**src/rtl/wb_pkg.sv**
```systemverilog
// Shared types and constants for the two-master pipelined Wishbone arbiter.
package wb_pkg;

    typedef enum logic [1:0] {
        ARB_IDLE  = 2'd0,
        ARB_OWN_A = 2'd1,
        ARB_OWN_B = 2'd2
    } arb_state_t;

    localparam int WB_PEND_W = 5;
    localparam int WB_TMO_W  = 10;

    localparam logic [WB_PEND_W-1:0] WB_PEND_MAX = '1;

endpackage

```
**src/rtl/wb_pipe_arbiter_if.sv**
```systemverilog
// Bus bundle around the arbiter: master A (data), master B (prefetch) and the shared global bus.
// 'slave' is the arbiter's view; 'master' is the view of whatever drives the masters and the bus slave.
interface wb_pipe_arbiter_if #(
    parameter int AW = 32
);
    logic          i_a_cyc, i_a_stb, i_a_we;
    logic [AW-1:0] i_a_addr;
    logic [31:0]   i_a_data;
    logic          o_a_ack, o_a_stall, o_a_err;

    logic          i_b_cyc, i_b_stb, i_b_we;
    logic [AW-1:0] i_b_addr;
    logic [31:0]   i_b_data;
    logic          o_b_ack, o_b_stall, o_b_err;

    logic          o_wb_cyc, o_wb_stb, o_wb_we;
    logic [AW-1:0] o_wb_addr;
    logic [31:0]   o_wb_data;
    logic          i_wb_ack, i_wb_stall, i_wb_err;

    modport slave (
        input  i_a_cyc, i_a_stb, i_a_we, i_a_addr, i_a_data,
        output o_a_ack, o_a_stall, o_a_err,
        input  i_b_cyc, i_b_stb, i_b_we, i_b_addr, i_b_data,
        output o_b_ack, o_b_stall, o_b_err,
        output o_wb_cyc, o_wb_stb, o_wb_we, o_wb_addr, o_wb_data,
        input  i_wb_ack, i_wb_stall, i_wb_err
    );

    modport master (
        output i_a_cyc, i_a_stb, i_a_we, i_a_addr, i_a_data,
        input  o_a_ack, o_a_stall, o_a_err,
        output i_b_cyc, i_b_stb, i_b_we, i_b_addr, i_b_data,
        input  o_b_ack, o_b_stall, o_b_err,
        input  o_wb_cyc, o_wb_stb, o_wb_we, o_wb_addr, o_wb_data,
        output i_wb_ack, i_wb_stall, i_wb_err
    );

endinterface

```
**src/rtl/wb_arb_timeout.sv**
```systemverilog
// Response watchdog: down-counter reloaded whenever nothing is outstanding or a response arrives;
// o_expire pulses on the clock the count reaches zero with a request still unanswered.
module wb_arb_timeout
    import wb_pkg::*;
#(
    parameter int TIMEOUT = 1023
) (
    input  logic i_clk,
    input  logic i_rst_n,
    input  logic i_pend_nz,
    input  logic i_resp,
    output logic o_expire
);

    localparam logic [WB_TMO_W-1:0] TC_LOAD = WB_TMO_W'(TIMEOUT - 1);

    logic [WB_TMO_W-1:0] cnt;
    logic                run;

    assign run      = i_pend_nz & ~i_resp;
    assign o_expire = run & (cnt == '0);

    always_ff @(posedge i_clk or negedge i_rst_n) begin
        if (!i_rst_n) begin
            cnt <= TC_LOAD;
        end else if (!run) begin
            cnt <= TC_LOAD;
        end else if (cnt != '0) begin
            cnt <= cnt - 1'b1;
        end
    end

endmodule

```
**src/rtl/wb_pipe_arbiter.sv**
```systemverilog
// Two-master pipelined Wishbone arbiter: A = memory-unit data path, B = instruction prefetch.
// Define WBARB_TIMEOUT_EN to add the missing-ACK watchdog (forced error after TIMEOUT clocks).
//
// state     | meaning
// ARB_IDLE  | no owner, both masters stalled, shared bus idle
// ARB_OWN_A | master A owns the shared bus until it drops CYC
// ARB_OWN_B | master B owns the shared bus until it drops CYC
module wb_pipe_arbiter
    import wb_pkg::*;
#(
    parameter int AW      = 32,
    parameter int PRIO_A  = 1,
    parameter int TIMEOUT = 1023
) (
    input  logic             i_clk,
    input  logic             i_rst_n,
    wb_pipe_arbiter_if.slave bus
);

    if (TIMEOUT < 1 || TIMEOUT > 1023) begin : g_bad_timeout
        $error("wb_pipe_arbiter: TIMEOUT must be in 1..1023");
    end

    arb_state_t           state, state_nxt;
    logic                 last_b;
    logic [WB_PEND_W-1:0] pend, pend_nxt;
    logic                 expire;
    logic                 lock_a, lock_b;
    logic                 req_a, req_b;

    logic                 fwd_cyc, fwd_stb, fwd_we;
    logic [AW-1:0]        fwd_addr;
    logic [31:0]          fwd_data;
    logic                 own_a, own_b;
    logic                 accept, resp;

`ifdef WBARB_TIMEOUT_EN
    wb_arb_timeout #(
        .TIMEOUT (TIMEOUT)
    ) u_timeout (
        .i_clk     (i_clk),
        .i_rst_n   (i_rst_n),
        .i_pend_nz (pend != '0),
        .i_resp    (resp),
        .o_expire  (expire)
    );

    // A timed-out master is locked out until it finally drops CYC, so it cannot be re-granted mid-cycle.
    always_ff @(posedge i_clk or negedge i_rst_n) begin
        if (!i_rst_n) begin
            lock_a <= 1'b0;
            lock_b <= 1'b0;
        end else begin
            lock_a <= bus.i_a_cyc & (lock_a | (expire & (state == ARB_OWN_A)));
            lock_b <= bus.i_b_cyc & (lock_b | (expire & (state == ARB_OWN_B)));
        end
    end
`else
    assign expire = 1'b0;
    assign lock_a = 1'b0;
    assign lock_b = 1'b0;
`endif

    assign req_a  = bus.i_a_cyc & ~lock_a;
    assign req_b  = bus.i_b_cyc & ~lock_b;
    assign resp   = bus.i_wb_ack | bus.i_wb_err;
    assign accept = fwd_stb & ~bus.i_wb_stall;

    always_ff @(posedge i_clk or negedge i_rst_n) begin
        if (!i_rst_n) begin
            state <= ARB_IDLE;
        end else begin
            state <= state_nxt;
        end
    end

    always_comb begin
        state_nxt = state;
        case (state)
            ARB_IDLE: begin
                if (req_a && req_b) begin
                    state_nxt = ((PRIO_A != 0) || last_b) ? ARB_OWN_A : ARB_OWN_B;
                end else if (req_a) begin
                    state_nxt = ARB_OWN_A;
                end else if (req_b) begin
                    state_nxt = ARB_OWN_B;
                end
            end
            ARB_OWN_A: if (!bus.i_a_cyc || expire) state_nxt = ARB_IDLE;
            ARB_OWN_B: if (!bus.i_b_cyc || expire) state_nxt = ARB_IDLE;
            default:   state_nxt = ARB_IDLE;
        endcase
    end

    always_comb begin
        own_a    = (state == ARB_OWN_A);
        own_b    = (state == ARB_OWN_B);
        fwd_cyc  = 1'b0;
        fwd_stb  = 1'b0;
        fwd_we   = 1'b0;
        fwd_addr = '0;
        fwd_data = '0;
        if (own_a) begin
            fwd_cyc  = bus.i_a_cyc;
            fwd_stb  = bus.i_a_stb & bus.i_a_cyc;
            fwd_we   = bus.i_a_we;
            fwd_addr = bus.i_a_addr;
            fwd_data = bus.i_a_data;
        end else if (own_b) begin
            fwd_cyc  = bus.i_b_cyc;
            fwd_stb  = bus.i_b_stb & bus.i_b_cyc;
            fwd_we   = bus.i_b_we;
            fwd_addr = bus.i_b_addr;
            fwd_data = bus.i_b_data;
        end
        if (expire) begin
            fwd_cyc = 1'b0;
            fwd_stb = 1'b0;
        end
    end

    assign bus.o_wb_cyc  = fwd_cyc;
    assign bus.o_wb_stb  = fwd_stb;
    assign bus.o_wb_we   = fwd_we;
    assign bus.o_wb_addr = fwd_addr;
    assign bus.o_wb_data = fwd_data;

    assign bus.o_a_stall = ~own_a | bus.i_wb_stall;
    assign bus.o_b_stall = ~own_b | bus.i_wb_stall;
    assign bus.o_a_ack   = own_a & bus.i_wb_ack;
    assign bus.o_b_ack   = own_b & bus.i_wb_ack;
    assign bus.o_a_err   = own_a & (bus.i_wb_err | expire);
    assign bus.o_b_err   = own_b & (bus.i_wb_err | expire);

    always_ff @(posedge i_clk or negedge i_rst_n) begin
        if (!i_rst_n) begin
            last_b <= 1'b1;
        end else if ((state == ARB_IDLE) && (state_nxt != ARB_IDLE)) begin
            last_b <= (state_nxt == ARB_OWN_B);
        end
    end

    // Outstanding-request count; a new owner or any error abandons whatever was in flight.
    always_comb begin
        pend_nxt = pend;
        if ((state_nxt != state) || bus.i_wb_err || expire) begin
            pend_nxt = '0;
        end else if (accept && !resp) begin
            if (pend != WB_PEND_MAX) pend_nxt = pend + WB_PEND_W'(1);
        end else if (resp && !accept) begin
            if (pend != '0) pend_nxt = pend - WB_PEND_W'(1);
        end
    end

    always_ff @(posedge i_clk or negedge i_rst_n) begin
        if (!i_rst_n) begin
            pend <= '0;
        end else begin
            pend <= pend_nxt;
        end
    end

endmodule

```
**src/flat_wrapper.sv**
```systemverilog
// flat-port wrapper written by rule: the top's interface ports become plain ports
module wb_pipe_arbiter_flat import wb_pkg::*;
#(
    parameter int AW      = 32,
    parameter int PRIO_A  = 1,
    parameter int TIMEOUT = 1023
)
  (i_clk, i_rst_n, bus_i_a_cyc, bus_i_a_stb, bus_i_a_we, bus_i_a_addr, bus_i_a_data, bus_o_a_ack, bus_o_a_stall, bus_o_a_err, bus_i_b_cyc, bus_i_b_stb, bus_i_b_we, bus_i_b_addr, bus_i_b_data, bus_o_b_ack, bus_o_b_stall, bus_o_b_err, bus_o_wb_cyc, bus_o_wb_stb, bus_o_wb_we, bus_o_wb_addr, bus_o_wb_data, bus_i_wb_ack, bus_i_wb_stall, bus_i_wb_err);
  wb_pipe_arbiter_if #(.AW(AW)) bus_i ();
  input  logic i_clk;
  input  logic i_rst_n;
  input wire logic [$bits(bus_i.i_a_cyc)-1:0] bus_i_a_cyc;
  input wire logic [$bits(bus_i.i_a_stb)-1:0] bus_i_a_stb;
  input wire logic [$bits(bus_i.i_a_we)-1:0] bus_i_a_we;
  input wire logic [$bits(bus_i.i_a_addr)-1:0] bus_i_a_addr;
  input wire logic [$bits(bus_i.i_a_data)-1:0] bus_i_a_data;
  output wire logic [$bits(bus_i.o_a_ack)-1:0] bus_o_a_ack;
  output wire logic [$bits(bus_i.o_a_stall)-1:0] bus_o_a_stall;
  output wire logic [$bits(bus_i.o_a_err)-1:0] bus_o_a_err;
  input wire logic [$bits(bus_i.i_b_cyc)-1:0] bus_i_b_cyc;
  input wire logic [$bits(bus_i.i_b_stb)-1:0] bus_i_b_stb;
  input wire logic [$bits(bus_i.i_b_we)-1:0] bus_i_b_we;
  input wire logic [$bits(bus_i.i_b_addr)-1:0] bus_i_b_addr;
  input wire logic [$bits(bus_i.i_b_data)-1:0] bus_i_b_data;
  output wire logic [$bits(bus_i.o_b_ack)-1:0] bus_o_b_ack;
  output wire logic [$bits(bus_i.o_b_stall)-1:0] bus_o_b_stall;
  output wire logic [$bits(bus_i.o_b_err)-1:0] bus_o_b_err;
  output wire logic [$bits(bus_i.o_wb_cyc)-1:0] bus_o_wb_cyc;
  output wire logic [$bits(bus_i.o_wb_stb)-1:0] bus_o_wb_stb;
  output wire logic [$bits(bus_i.o_wb_we)-1:0] bus_o_wb_we;
  output wire logic [$bits(bus_i.o_wb_addr)-1:0] bus_o_wb_addr;
  output wire logic [$bits(bus_i.o_wb_data)-1:0] bus_o_wb_data;
  input wire logic [$bits(bus_i.i_wb_ack)-1:0] bus_i_wb_ack;
  input wire logic [$bits(bus_i.i_wb_stall)-1:0] bus_i_wb_stall;
  input wire logic [$bits(bus_i.i_wb_err)-1:0] bus_i_wb_err;
  assign bus_i.i_a_cyc = bus_i_a_cyc;
  assign bus_i.i_a_stb = bus_i_a_stb;
  assign bus_i.i_a_we = bus_i_a_we;
  assign bus_i.i_a_addr = bus_i_a_addr;
  assign bus_i.i_a_data = bus_i_a_data;
  assign bus_o_a_ack = bus_i.o_a_ack;
  assign bus_o_a_stall = bus_i.o_a_stall;
  assign bus_o_a_err = bus_i.o_a_err;
  assign bus_i.i_b_cyc = bus_i_b_cyc;
  assign bus_i.i_b_stb = bus_i_b_stb;
  assign bus_i.i_b_we = bus_i_b_we;
  assign bus_i.i_b_addr = bus_i_b_addr;
  assign bus_i.i_b_data = bus_i_b_data;
  assign bus_o_b_ack = bus_i.o_b_ack;
  assign bus_o_b_stall = bus_i.o_b_stall;
  assign bus_o_b_err = bus_i.o_b_err;
  assign bus_o_wb_cyc = bus_i.o_wb_cyc;
  assign bus_o_wb_stb = bus_i.o_wb_stb;
  assign bus_o_wb_we = bus_i.o_wb_we;
  assign bus_o_wb_addr = bus_i.o_wb_addr;
  assign bus_o_wb_data = bus_i.o_wb_data;
  assign bus_i.i_wb_ack = bus_i_wb_ack;
  assign bus_i.i_wb_stall = bus_i_wb_stall;
  assign bus_i.i_wb_err = bus_i_wb_err;
  wb_pipe_arbiter #(.AW(AW), .PRIO_A(PRIO_A), .TIMEOUT(TIMEOUT)) u_core (.i_clk(i_clk), .i_rst_n(i_rst_n), .bus(bus_i));
endmodule
```
**config.mk**
```make
export PLATFORM = sky130hd
export DESIGN_NAME = wb_pipe_arbiter_flat
export DESIGN_NICKNAME = d
export VERILOG_FILES = /design/src/rtl/wb_pkg.sv /design/src/rtl/wb_pipe_arbiter_if.sv /design/src/rtl/wb_arb_timeout.sv /design/src/rtl/wb_pipe_arbiter.sv /design/src/flat_wrapper.sv
export SDC_FILE = /design/constraint.sdc
export NUM_CORES = 1
export LEC_CHECK = 0
export BUFFER_PORTS_ARGS = -buffer_cell sky130_fd_sc_hd__buf_2
export CORE_AREA = 2 2 81 83
export DETAILED_ROUTE_END_ITERATION = 10
export DIE_AREA = 0 0 83 85
export SLEW_MARGIN = 30
export SYNTH_ARGS = -nofsm -noshare
export SYNTH_HDL_FRONTEND = slang
export SYNTH_SLANG_ARGS = --single-unit
```
**constraint.sdc**
```tcl
create_clock -name i_clk -period 1.7 [get_ports i_clk]
set_input_delay 0.51 -clock i_clk [delete_from_list [all_inputs] [get_ports i_clk]]
set_output_delay 0.51 -clock i_clk [all_outputs]
set_load 0.05 [all_outputs]
```
==> results.md, run 1 <==
Power and ir drop:
- In this run the static leakage power is 1.53 nW.
- The power consumption is 0.00162 W.
- The power density over the cells is 558 nW/um^2.
- The largest voltage drop on the vdd net is 0.483 mV.

Worst setup path:
- In this design, the stage delay of the slowest critical-path cell is 0.41 ns.
- Among all stages on the critical path, the largest delay is contributed by dfrtp_1.
- Counting buffers and inverters, the worst setup path is 5 cells deep.
- The flop-to-flop setup slack is 0.81 ns.
- The category of the most critical setup path is reg -> out.
- Traced cell by cell, the critical path runs through nor2b_4 -> buf_12 -> clkbuf_16 -> a22o_2 -> buf_8.
- Along the worst path, the maximum fanout reaches 10.
- For the worst setup path, the data required time is 1.19 ns.
- The buffering stage count on the worst path with inverters included is 3.
- For the worst setup path, the data arrival time is 1.47 ns.
- The kind of cell with the highest combined delay along the critical path is buffers and inverters.
- The count of cells along the worst register-to-register path is 3.
- The startpoint type of the worst setup path is a register.
- The launching point of the worst reg2reg path is u_core.state[1].
- The end of the worst register-to-register path is u_core.state[1].
- The kind of end point of the critical path is an output port.

STA:
- The final worst-path setup slack is -0.282 ns.
- Between clock sinks in the finished design, the worst skew comes to 0.00205 ns.
- Setup repair after global routing could not meet its margin everywhere.
- Final hold analysis gives a worst-case slack of 0.0768 ns.
- Timing would allow up to 505 MHz.
- In this run the tightest slew margin relative to its limit is 83.1%.
- The final period utilization is 117%.
- Setup violations remaining at the end of the flow were counted as 73.
- The number of slew-limit violations in the final report is 0.
- The transition time at the pin with the least slew margin is 0.255 ns.
- The final hold violation count is 0.
- Counting I/O delays and the setup requirement, the final critical path takes 1.98 ns.

CTS:
- The number of buffers added by the clock tree synthesis step is 3.
- At the later pin of the worst-skew pair, clock insertion delay measures 0.21 ns.
- CTS built an H-tree with a depth of 1.
- The number of buffers on the longest clock path is 2.
- The hold buffer count at CTS is 0.
- The master cell of the clock root buffer is clkbuf_8.
- TritonCTS built the clock tree.
- The clock net sink count is 2.
- The clock transition time at the flip-flop clock pins of the worst setup and hold paths is 0.03 ns.

Logic synthesis:
- Counting distinct cell types in the post-synthesis netlist gives 12.
- The average cell area after synthesis is 8.40 sq um.
- After synthesis the cells add up to 832 sq um.
- After technology mapping, the gate count stands at 99.
- Synthesis produced a netlist with a net count of 238.
- The sequential share of the synthesized area is 6.02%.
- The post-synthesis sequential element count is 2.
- The count of synthesis-stage warnings from yosys is 0.

GRT:
- The first-pass GRT wire length is 8110 um.
- The via count of the first global-routing pass came to 1767.
- The number of antenna violations at the first check in global routing came to 0.
- Entering global routing, the biggest net connects 43 pins.
- Global routing finished with a remaining overflow of 0.
- The total routing usage reported by global routing is 13.5%.

Drt:
- For this run, the detailed router's first-pass iteration total came to 4.
- The initial detailed-routing violation count is 33.
- The final routed wire length divided by cell count is 15.4 um.
- For this run, design rule violations remaining after detail routing come to 0.
- The via count of the routed design is 1774.
- The via density per instance is 4.57.
- The final routed wirelength across all metal layers is 5990 um.
- Once detail routing completed, the nets flagged for antenna violations numbered 0.

Placed design:
- The quantity of I/O buffers inserted on ports is 211.
- After detailed placement, the design holds a cell count of 377.
- The standard cell area after detailed placement is 2110 sq um.
- The detailed placer's ending HPWL is 3940 um.
- Routability-driven placement finished with a final weighted congestion of 0.729.

Finish:
- The number of nets in the finished design is 452.
- The register with the most flip-flops in the layout has 2 of them.
- The largest registers in the layout are u_core.state: 2 flops.
- At the end of the flow the core is filled with cells to 46.7%.
- u_core.state holds more flip-flops than any other register.
- The count of filler cells inserted in the layout is 591.
- The final instance area is 2900 sq um.
- The area growth from synthesis to layout is 248%.
- The number of antenna cells inserted is 0.
- The finished layout holds 388 standard cells, fillers aside.
- In the final layout, the share of cells above drive strength 1 is 97.1%.

Floorplanning:
- The initial utilization of the core area, before any placement, comes to 13.4%.
- The count of boundary I/O pins is 212.
- From bottom edge to top edge, the die measures 85 um.
- The placeable core area is 6200 sq um.
- In this run the core area contains 29 standard-cell rows.
- The width of the die is 83 um.
- The die covers 7060 sq um.

Run status:
- The run finished, with violations left.
- The checks that failed: setup timing.

Job:
- Across the run, the number of max-cap violations was 0.

Min path:
- The min-delay analysis places its worst path in the category in -> async.
==> metal layers <==
metal	up-vias	wire, um	global-route usage [%]
li1	842	-	-
met1	813	2100	14.1
met2	117	3350	27.0
met3	2	522	3.50
met4	0	21	2.83
met5	-	0	0
==> repair_timing <==
item,in CTS,in global routing
setup endpoints to repair,73,73
buffers inserted,1,1
gates resized for setup,147,26
pin swaps,0,1
cloned,0,7
==> cell families (layout without fill, tap and decap cells) <==
| kind of cell | Yosys count | in the layout | synth area share, % |
|---|---|---|---|
| compound gates | 66 | 66 | 69.2 |
| buf+inv | 16 | 228 | 14.1 |
| simple gates | 14 | 14 | 9.47 |
| flops | 2 | 2 | 6.02 |
| mux | 1 | 1 | 1.20 |
==> worst max-delay path by stage <==
stage	slack, ns	end	from
CTS	-0.25	bus_o_wb_data[31]	u_core.state[0]
floorplan	-0.07	bus_o_wb_data[13]	u_core.state[1]
detailed placement	-0.11	bus_o_wb_data[27]	u_core.state[0]
global placement	-0.08	bus_o_wb_addr[31]	u_core.state[1]
global route	-0.33	bus_o_wb_data[31]	u_core.state[0]
finish	-0.28	bus_o_wb_data[27]	u_core.state[1]
==> synth_stat cells <==
cell type	instances	area, sq um
o22ai_1	1	6.26
nor2b_1	3	18.8
buf_2	10	50.1
mux2i_1	1	10.0
nor2_1	1	3.75
buf_6	6	67.6
dfrtp_1	2	50.1
nand2_1	2	7.51
nand2b_1	3	18.8
and2_1	4	25.0
nand3_1	1	5.00
a22o_1	65	569
==> layout make-up <==
cell class / instances / area [sq um] / share of cell area [%]
multi-input cells: 81 / 847 / 29.2
clock buffers: 3 / 41.3 / 1.42
flip-flops and latches: 2 / 50.0 / 1.73
well taps: 77 / 96.3 / 3.32
repair buffers: 225 / 1860 / 64.3
==> placed cells by master, fill, tap and decap left out <==
master,synthesis,layout
clkbuf_8,0,3
nand3_1,1,1
clkbuf_16,0,4
o22ai_2,0,1
nor2b_1,3,1
a22o_2,0,57
buf_6,6,51
nand2_1,2,2
buf_16,0,1
buf_4,0,2
mux2i_2,0,1
a22o_4,0,8
buf_8,0,22
nor2b_4,0,2
buf_2,10,139
nand2b_4,0,1
dfrtp_1,2,2
and2_2,0,1
nand2b_1,3,2
buf_12,0,6
nor2_1,1,1
and2_4,0,3
==> worst reg2reg max path, cell delays in order, from the launching register on <==
cell and delay, ns:
dfrtp_1 0.41, buf_4 0.17, nor2b_1 0.14, nor2_1 0.05
==> stage by stage <==
step	setup WS (ns)	setup TNS, ns
CTS	-0.254	-15.16
global placement	-0.0833	-3.26
finish	-0.282	-17.98
detailed placement	-0.114	-5.23
floorplan	-0.0720	-1.34
global route	-0.330	-21.63
==> power by group <==
part	internal [W]	total [W]	switching, W
Clock	0.000150	0.000190	0.0000396
Combinational	0.000613	0.00137	0.000760
Sequential	0.0000511	0.0000554	0.00000421
(Power assumes the default switching activity.)
==> run 2: changes to the inputs <==
--- a/config.mk
+++ b/config.mk
@@ -9,6 +9,7 @@
 export CORE_AREA = 2 2 81 83
 export DETAILED_ROUTE_END_ITERATION = 10
 export DIE_AREA = 0 0 83 85
+export PLACE_DENSITY = 0.52
 export SLEW_MARGIN = 30
 export SYNTH_ARGS = -nofsm -noshare
 export SYNTH_HDL_FRONTEND = slang
==> results.md, run 2 (synthesis results as in run 1) <==
Floorplanning:
- The count of boundary I/O pins is 212 (unchanged).
- The initial core utilization came to 13.4% (unchanged).
- The width of the die is 83 um (unchanged).
- The full die area came to 7060 sq um (unchanged).
- The placeable core area is 6200 sq um (unchanged).
- The overall die height is 85 um (unchanged).
- The row count is 29 (unchanged).

Drt:
- The remaining antenna violation count after routing is 0 (unchanged).
- The number of design rule violations left after detail routing is 0 (unchanged).
- The initial detailed-routing violation count is 47 (+42%).
- The first-pass iteration count of the detailed router was 4 (unchanged).
- The final routed wire length divided by cell count is 15.5 um (+0.47%).
- The via density per instance came to 4.56 (-0.34%).
- The final routed wirelength across all metal layers was 6020 um (+0.47%).
- The via count of the routed design is 1768 (-0.34%).

Worst setup path:
- The arrival time at the worst endpoint is 1.45 ns (-0.02 ns).
- The maximum single-stage delay on the critical path was 0.40 ns (about the same).
- In this design, the largest share of critical-path delay is due to buffers and inverters.
- The data required time at the worst endpoint was 1.19 ns (about the same).
- Walking the worst path, the cells encountered are nor2b_4 -> buf_12 -> buf_12 -> a22o_2 -> buf_6.
- The cell repeated most along the worst path is buf_12.
- The category of the most critical setup path is reg -> out.
- The worst setup path is captured at an output port.
- STA classifies the critical path startpoint as a register.
- The highest fanout seen on the critical path was 33 (+23).
- The master of the slowest instance on the critical path is dfrtp_1.
- The buffering stage count on the worst path with inverters included is 3 (unchanged).

Finish:
- The share of cells above drive strength 1 is 97.4% (+0.32 points).
- The top cell types in the final layout, fill and taps aside, are buf_2 (138), a22o_2 (63), buf_6 (61).
- The count of filler cells inserted in the layout was 603 (+2.0%).
- The final cell utilization of the core was 44.9% (-1.8 points).
- The final instance area is 2780 sq um (-3.9%).
- The number of flip-flops under the largest register name came to 2 (unchanged).
- The area added between synthesis and finish is 235%.
- The largest registers in the layout are u_core.state: 2 flops.
- The number of nets in the finished design came to 452 (unchanged).
- Leaving out fill and tap cells, the most frequent cell in the layout is buf_2.
- The number of antenna cells inserted is 0 (unchanged).
- The register with the highest flop count is u_core.state.

STA:
- The fmax is 510 MHz (+1.1%).
- Setup repair after global routing could not meet its margin everywhere.
- The number of failing setup endpoints in the final timing report is 73 (unchanged).
- The transition time at the pin with the least slew margin came to 0.155 ns (-0.0994 ns).
- The post-layout minimum cycle time is 1.96 ns (-0.0213 ns).
- The relative slew slack came to 89.4% (+6.3 points).
- The final hold violation count was 0 (unchanged).
- The number of slew-limit violations in the final report was 0 (unchanged).
- The clock skew came to 0.00128 ns (-0.000772 ns).
- The final period utilization is 115% (-1.3 points).
- The final worst-path setup slack came to -0.260 ns (+0.0213 ns).

Placed design:
- The detailed placer's ending HPWL came to 4240 um (+7.6%).
- The quantity of I/O buffers inserted on ports is 211 (unchanged).
- The standard cell area after detailed placement is 2100 sq um (-0.71%).
- The final weighted congestion of routability-driven global placement is 0.803 (+10%).

GRT:
- The remaining global-route overflow was 0 (unchanged).
- The number of antenna violations at the first check in global routing is 0 (unchanged).
- The via count of the first global-routing pass is 1689 (-4.4%).
- The first-pass GRT wire length came to 8290 um (+2.2%).
- The total routing usage reported by global routing is 14.2% (+0.65 points).
- The maximum number of pins on one net before global-route repair was 36 (-16%).

Power and ir drop:
- The switching share of power came to 50.3% (+0.64 points).
- The cell-internal power came to 0.000785 W (-3.6%).
- The switching component of the power is 0.000795 W (-1.1%).
- The leakage power came to 1.48 nW (-3.0%).
- The largest voltage drop on the vdd net came to 0.400 mV (-17%).
- The power density over the cells is 567 nW/um^2 (+1.6%).
- The clock network fraction of design power was 12.0% (+0.3 points).
- The part of the power in combinational logic is 84.5% (-0.4 points).
- The share of total power in sequential cells is 3.5% (about the same).

CTS:
- The number of buffers added by the clock tree synthesis step is 3 (unchanged).
- The CTS tree is done.
- The clock transition time at the flip-flop clock pins of the worst setup and hold paths came to 0.03 ns (about the same).
- The H-tree depth came to 1 (unchanged).
- The clock insertion delay at the later pin of the skew report is 0.21 ns (about the same).
- The number of buffers on the longest clock path is 2 (unchanged).
- The clock net sink count is 2 (unchanged).
- In this run the clock root is driven by a clkbuf_8.

Job:
- The number of maximum-capacitance violations came to 0 (unchanged).

Run status:
- The flow ran to the end, but the final reports show violations.
- The checks that failed: setup timing.

Min path:
- The path class of the tightest hold or removal check is in -> async.
## run 2: changes by cell type in the layout (fill, tap and decap cells not counted), moves of 2 or more
cell and delta:
a22o_2 +6, a22o_4 -6, buf_4 +2, buf_6 +10, buf_8 -8, clkbuf_16 -2
## run 2: worst paths after layout
kind / slack (ns) / start / cells past startpoint / endpoint
worst max-delay path: -0.26 / u_core.state[1] / 5 / bus_o_wb_data[17]
worst max register to register: 0.69 / u_core.state[1] / 4 / u_core.state[1]
max in group asynchronous: 1.52 / i_rst_n / 1 / u_core.state[1]
min in group i_clk: 0.57 / bus_i_b_cyc / 3 / u_core.state[1]
worst min-delay path: 0.08 / i_rst_n / 1 / u_core.state[0]
worst min register to register: 0.74 / u_core.state[1] / 3 / u_core.state[0]
## run 2: metal layers
layer | share of wire [%] | global-route usage [%] | vias up
met5 | 0 | 0 | -
met4 | 1.8 | 4.62 | 0
met3 | 8.1 | 3.40 | 10
met2 | 52 | 25.5 | 110
met1 | 38 | 16.5 | 807
li1 | - | - | 841
## run 2: metrics by stage
stage          hold WS [ns]  cells  setup WS [ns]  setup TNS, ns  total power, W
2_1_floorplan         0.214     99        -0.0720          -1.34        0.000805
3_3_place_gp          0.300    377        -0.0698          -3.18         0.00112
3_5_place_dp          0.300    377        -0.0849          -4.42         0.00112
4_1_cts              0.0731    380         -0.239         -15.34         0.00154
5_1_grt              0.0729    388         -0.303         -19.68         0.00164
6_report             0.0782    388         -0.260         -16.36         0.00158
## run 2: repair_timing
action	4_1_cts	5_1_grt
resized for setup	154	9
setup endpoints to repair	73	73
hold buffers	0	0
buffers inserted	0	4
pin swaps	2	1
gates cloned	0	4
## run 2: power by group through the flow
stage | registers, W | logic [W] | clock network, W
6_report | 0.0000551 | 0.00133 | 0.000190
5_1_grt | 0.0000556 | 0.00139 | 0.000203
4_1_cts | 0.0000555 | 0.00129 | 0.000198
3_5_place_dp | 0.0000558 | 0.00107 | 0
3_3_place_gp | 0.0000554 | 0.00107 | 0
2_1_floorplan | 0.0000552 | 0.000749 | 0
## run 2: final cells by class
cell class              instances  area, sq um  share of cell area (%)
repair buffers                225         1790                    64.2
flip-flops and latches          2         50.0                    1.80
well taps                      77         96.3                    3.46
multi-input cells              81          808                    29.0
clock buffers                   3         41.3                    1.48
==> run 3: changes to the inputs <==
--- a/config.mk
+++ b/config.mk
@@ -5,11 +5,12 @@
 export SDC_FILE = /design/constraint.sdc
 export NUM_CORES = 1
 export LEC_CHECK = 0
-export BUFFER_PORTS_ARGS = -buffer_cell sky130_fd_sc_hd__buf_2
-export CORE_AREA = 2 2 81 83
+export CORE_AREA = 2 2 82 84
 export DETAILED_ROUTE_END_ITERATION = 10
-export DIE_AREA = 0 0 83 85
-export PLACE_DENSITY = 0.52
+export DIE_AREA = 0 0 84 86
+export DONT_BUFFER_PORTS = 1
+export PLACE_DENSITY = 0.3
+export SKIP_LAST_GASP = 1
 export SLEW_MARGIN = 30
 export SYNTH_ARGS = -nofsm -noshare
 export SYNTH_HDL_FRONTEND = slang
==> results.md, run 3 (synthesis results as in run 1) <==
Run status:
- The run finished, with violations left.
- The checks that failed: setup timing.

CTS:
- The clock insertion delay at the later pin of the skew report is 0.21 ns (about the same).
- The H-tree depth came to 1 (unchanged).
- The number of buffers on the longest clock path is 2 (unchanged).
- The master cell of the clock root buffer is clkbuf_8.
- The CTS tree is done.
- The number of buffers added by the clock tree synthesis step is 3 (unchanged).
- The clock net sink count is 2 (unchanged).
- The clock transition time at the flip-flop clock pins of the worst setup and hold paths came to 0.03 ns (about the same).

STA:
- The number of slew-limit violations in the final report is 0 (unchanged).
- Setup repair after global routing could not meet its margin everywhere.
- The transition time at the pin with the least slew margin is 0.273 ns (+0.118 ns).
- The clock skew is 0.000344 ns (-0.000936 ns).
- The final period utilization came to 113% (-2.0 points).
- The final hold slack is 0.468 ns (+0.390 ns).
- The post-layout minimum cycle time came to 1.93 ns (-0.0335 ns).
- The final hold violation count was 0 (unchanged).
- The final-layout setup total negative slack is -13.60 ns (+2.76 ns).
- The relative slew slack is 81.9% (-7.6 points).
- The fmax is 519 MHz (+1.7%).
- The number of failing setup endpoints in the final timing report is 73 (unchanged).
- The final worst-path setup slack is -0.227 ns (+0.0335 ns).

Power and ir drop:
- The switching share of power came to 55.0% (+4.7 points).
- The part of the power in combinational logic was 81.3% (-3.2 points).
- The switching component of the power is 0.000701 W (-12%).
- The cell-internal power is 0.000573 W (-27%).
- The power density over the cells came to 748 nW/um^2 (+32%).
- The clock network fraction of design power is 14.4% (+2.4 points).
- The share of total power in sequential cells is 4.3% (+0.8 points).
- The leakage power is 0.702 nW (-53%).
- The largest voltage drop on the vdd net is 0.462 mV (+15%).

Worst setup path:
- The maximum single-stage delay on the critical path came to 0.39 ns (about the same).
- The category of the most critical setup path is reg -> out.
- The worst setup path is captured at an output port.
- The highest fanout seen on the critical path was 41 (+24%).
- The critical path goes through nor2b_4 -> buf_12 -> a22o_2.
- STA classifies the critical path startpoint as a register.
- The master of the slowest instance on the critical path is dfrtp_1.
- The data required time at the worst endpoint is 1.19 ns (about the same).
- The arrival time at the worst endpoint came to 1.42 ns (-0.03 ns).

Finish:
- The final cell count without fillers was 194 (-50%).
- The count of filler cells inserted in the layout is 656 (+8.8%).
- The number of antenna cells inserted came to 0 (unchanged).
- The area added between synthesis and finish is 105%.
- In the layout the commonest cells are a22o_2 (42), buf_12 (24), a22o_4 (23).
- The share of cells above drive strength 1 is 91.5% (-6.0 points).
- More flip-flops sit in one register than any other, and that register is u_core.state.
- The largest registers in the layout are u_core.state: 2 flops.
- The final instance area came to 1700 sq um (-39%).
- The most common cell after layout, fill and taps aside is a22o_2.
- The number of flip-flops under the largest register name is 2 (unchanged).
- The area occupied by registers came to 50.0 sq um (unchanged).
- The number of nets in the finished design is 258 (-43%).
- The combined area of the multi-input logic cells is 976 sq um (+21%).

Drt:
- The number of design rule violations left after detail routing is 0 (unchanged).
- The remaining antenna violation count after routing came to 0 (unchanged).
- The final routed wire length divided by cell count is 24.0 um (+55%).
- The via density per instance is 5.44 (+19%).
- The initial detailed-routing violation count is 32 (-32%).
- The first-pass iteration count of the detailed router is 4 (unchanged).
- The final routed wirelength across all metal layers is 4650 um (-23%).
- The via count of the routed design was 1055 (-40%).

GRT:
- The remaining global-route overflow came to 0 (unchanged).
- The via count of the first global-routing pass was 1116 (-34%).
- The first-pass GRT wire length was 6130 um (-26%).
- The maximum number of pins on one net before global-route repair is 42 (+17%).
- The number of antenna violations at the first check in global routing is 0 (unchanged).
- The total routing usage reported by global routing is 10.6% (-3.6 points).

Placed design:
- The detailed placer's ending HPWL is 3970 um (-6.6%).
- The worst setup slack before clock tree synthesis came to -0.0134 ns (+0.0716 ns).
- The quantity of I/O buffers inserted on ports is 0 (-100%).
- The standard cell area after detailed placement is 1440 sq um (-31%).
- The final weighted congestion of routability-driven global placement is 0.676 (-16%).
- The placed instance count is 188 (-50%).

Floorplanning:
- The overall die height is 86 um (+1.2%).
- The width of the die came to 84 um (+1.2%).
- The count of boundary I/O pins is 212 (unchanged).
- The initial core utilization came to 13.3% (-0.16 points).
- The full die area is 7220 sq um (+2.4%).
- The row count is 29 (unchanged).
- The placeable core area is 6280 sq um (+1.2%).

Min path:
- The worst hold-check path type is in -> reg.

Job:
- The number of maximum-capacitance violations came to 0 (unchanged).
[run 3: cell count changes in the layout (fill, tap and decap cells not counted), sizes merged]
cell / before / now
buf: 223 / 30
clkbuf: 5 / 3
dlygate4sd3: 0 / 1
[run 3: cell type report]
cell class / count / share of cell area, %
clock buffer: 3 / 2.42
tap: 77 / 5.66
multi-input combinational: 81 / 57.3
timing repair buffer: 31 / 31.7
sequential: 2 / 2.94
[run 3: timing repair]
action,4_1_cts,5_1_grt
buffers inserted,2,1
hold buffers,1,0
resized for setup,27,1
endpoints found under the setup margin,73,73
hold endpoints to repair,2,0
pin swaps,12,0
[run 3: final timing paths]
check	slack, ns	start	end	cells after the start
setup reg to reg	0.59	u_core.state[0]	u_core.state[1]	5
hold reg to reg	0.70	u_core.state[1]	u_core.state[0]	2
max in group asynchronous	1.04	i_rst_n	u_core.state[1]	1
hold / removal	0.47	bus_i_a_cyc	u_core.state[0]	1
min in group asynchronous	0.54	i_rst_n	u_core.state[0]	1
setup / recovery	-0.23	u_core.state[0]	bus_o_wb_addr[0]	3
[run 3: metal layers]
| layer | GRT usage (%) | part of all wire [%] | up-vias |
|---|---|---|---|
| met5 | 0 | 0 | - |
| met4 | 1.76 | 0.47 | 0 |
| met3 | 3.46 | 12 | 2 |
| met2 | 22.6 | 60 | 120 |
| met1 | 9.71 | 27 | 482 |
| li1 | - | - | 451 |
[run 3: power groups by stage]
| stage | registers [W] | clock network, W | logic (W) |
|---|---|---|---|
| after floorplan | 0.0000552 | 0 | 0.000749 |
| after global placement | 0.0000556 | 0 | 0.000966 |
| after detailed placement | 0.0000557 | 0 | 0.000972 |
| after CTS | 0.0000552 | 0.000190 | 0.00104 |
| after global routing | 0.0000555 | 0.000194 | 0.00106 |
| final | 0.0000552 | 0.000183 | 0.00104 |
[run 3: stage by stage]
stage          util (%)  power, W
2_1_floorplan         -  0.000805
3_3_place_gp       23.0   0.00102
3_5_place_dp       23.0   0.00103
4_1_cts            26.9   0.00128
5_1_grt            27.1   0.00131
6_report           27.1   0.00127
[run 3: worst max-delay path, delay by kind of cell (launching register included)]
| kind | cells | cell delay, ns |
|---|---|---|
| buffers and inverters | 1 | 0.22 |
| AND/OR/NAND/NOR | 1 | 0.23 |
| AO/OA/AOI/OAI | 1 | 0.34 |
| flip-flops | 1 | 0.39 |
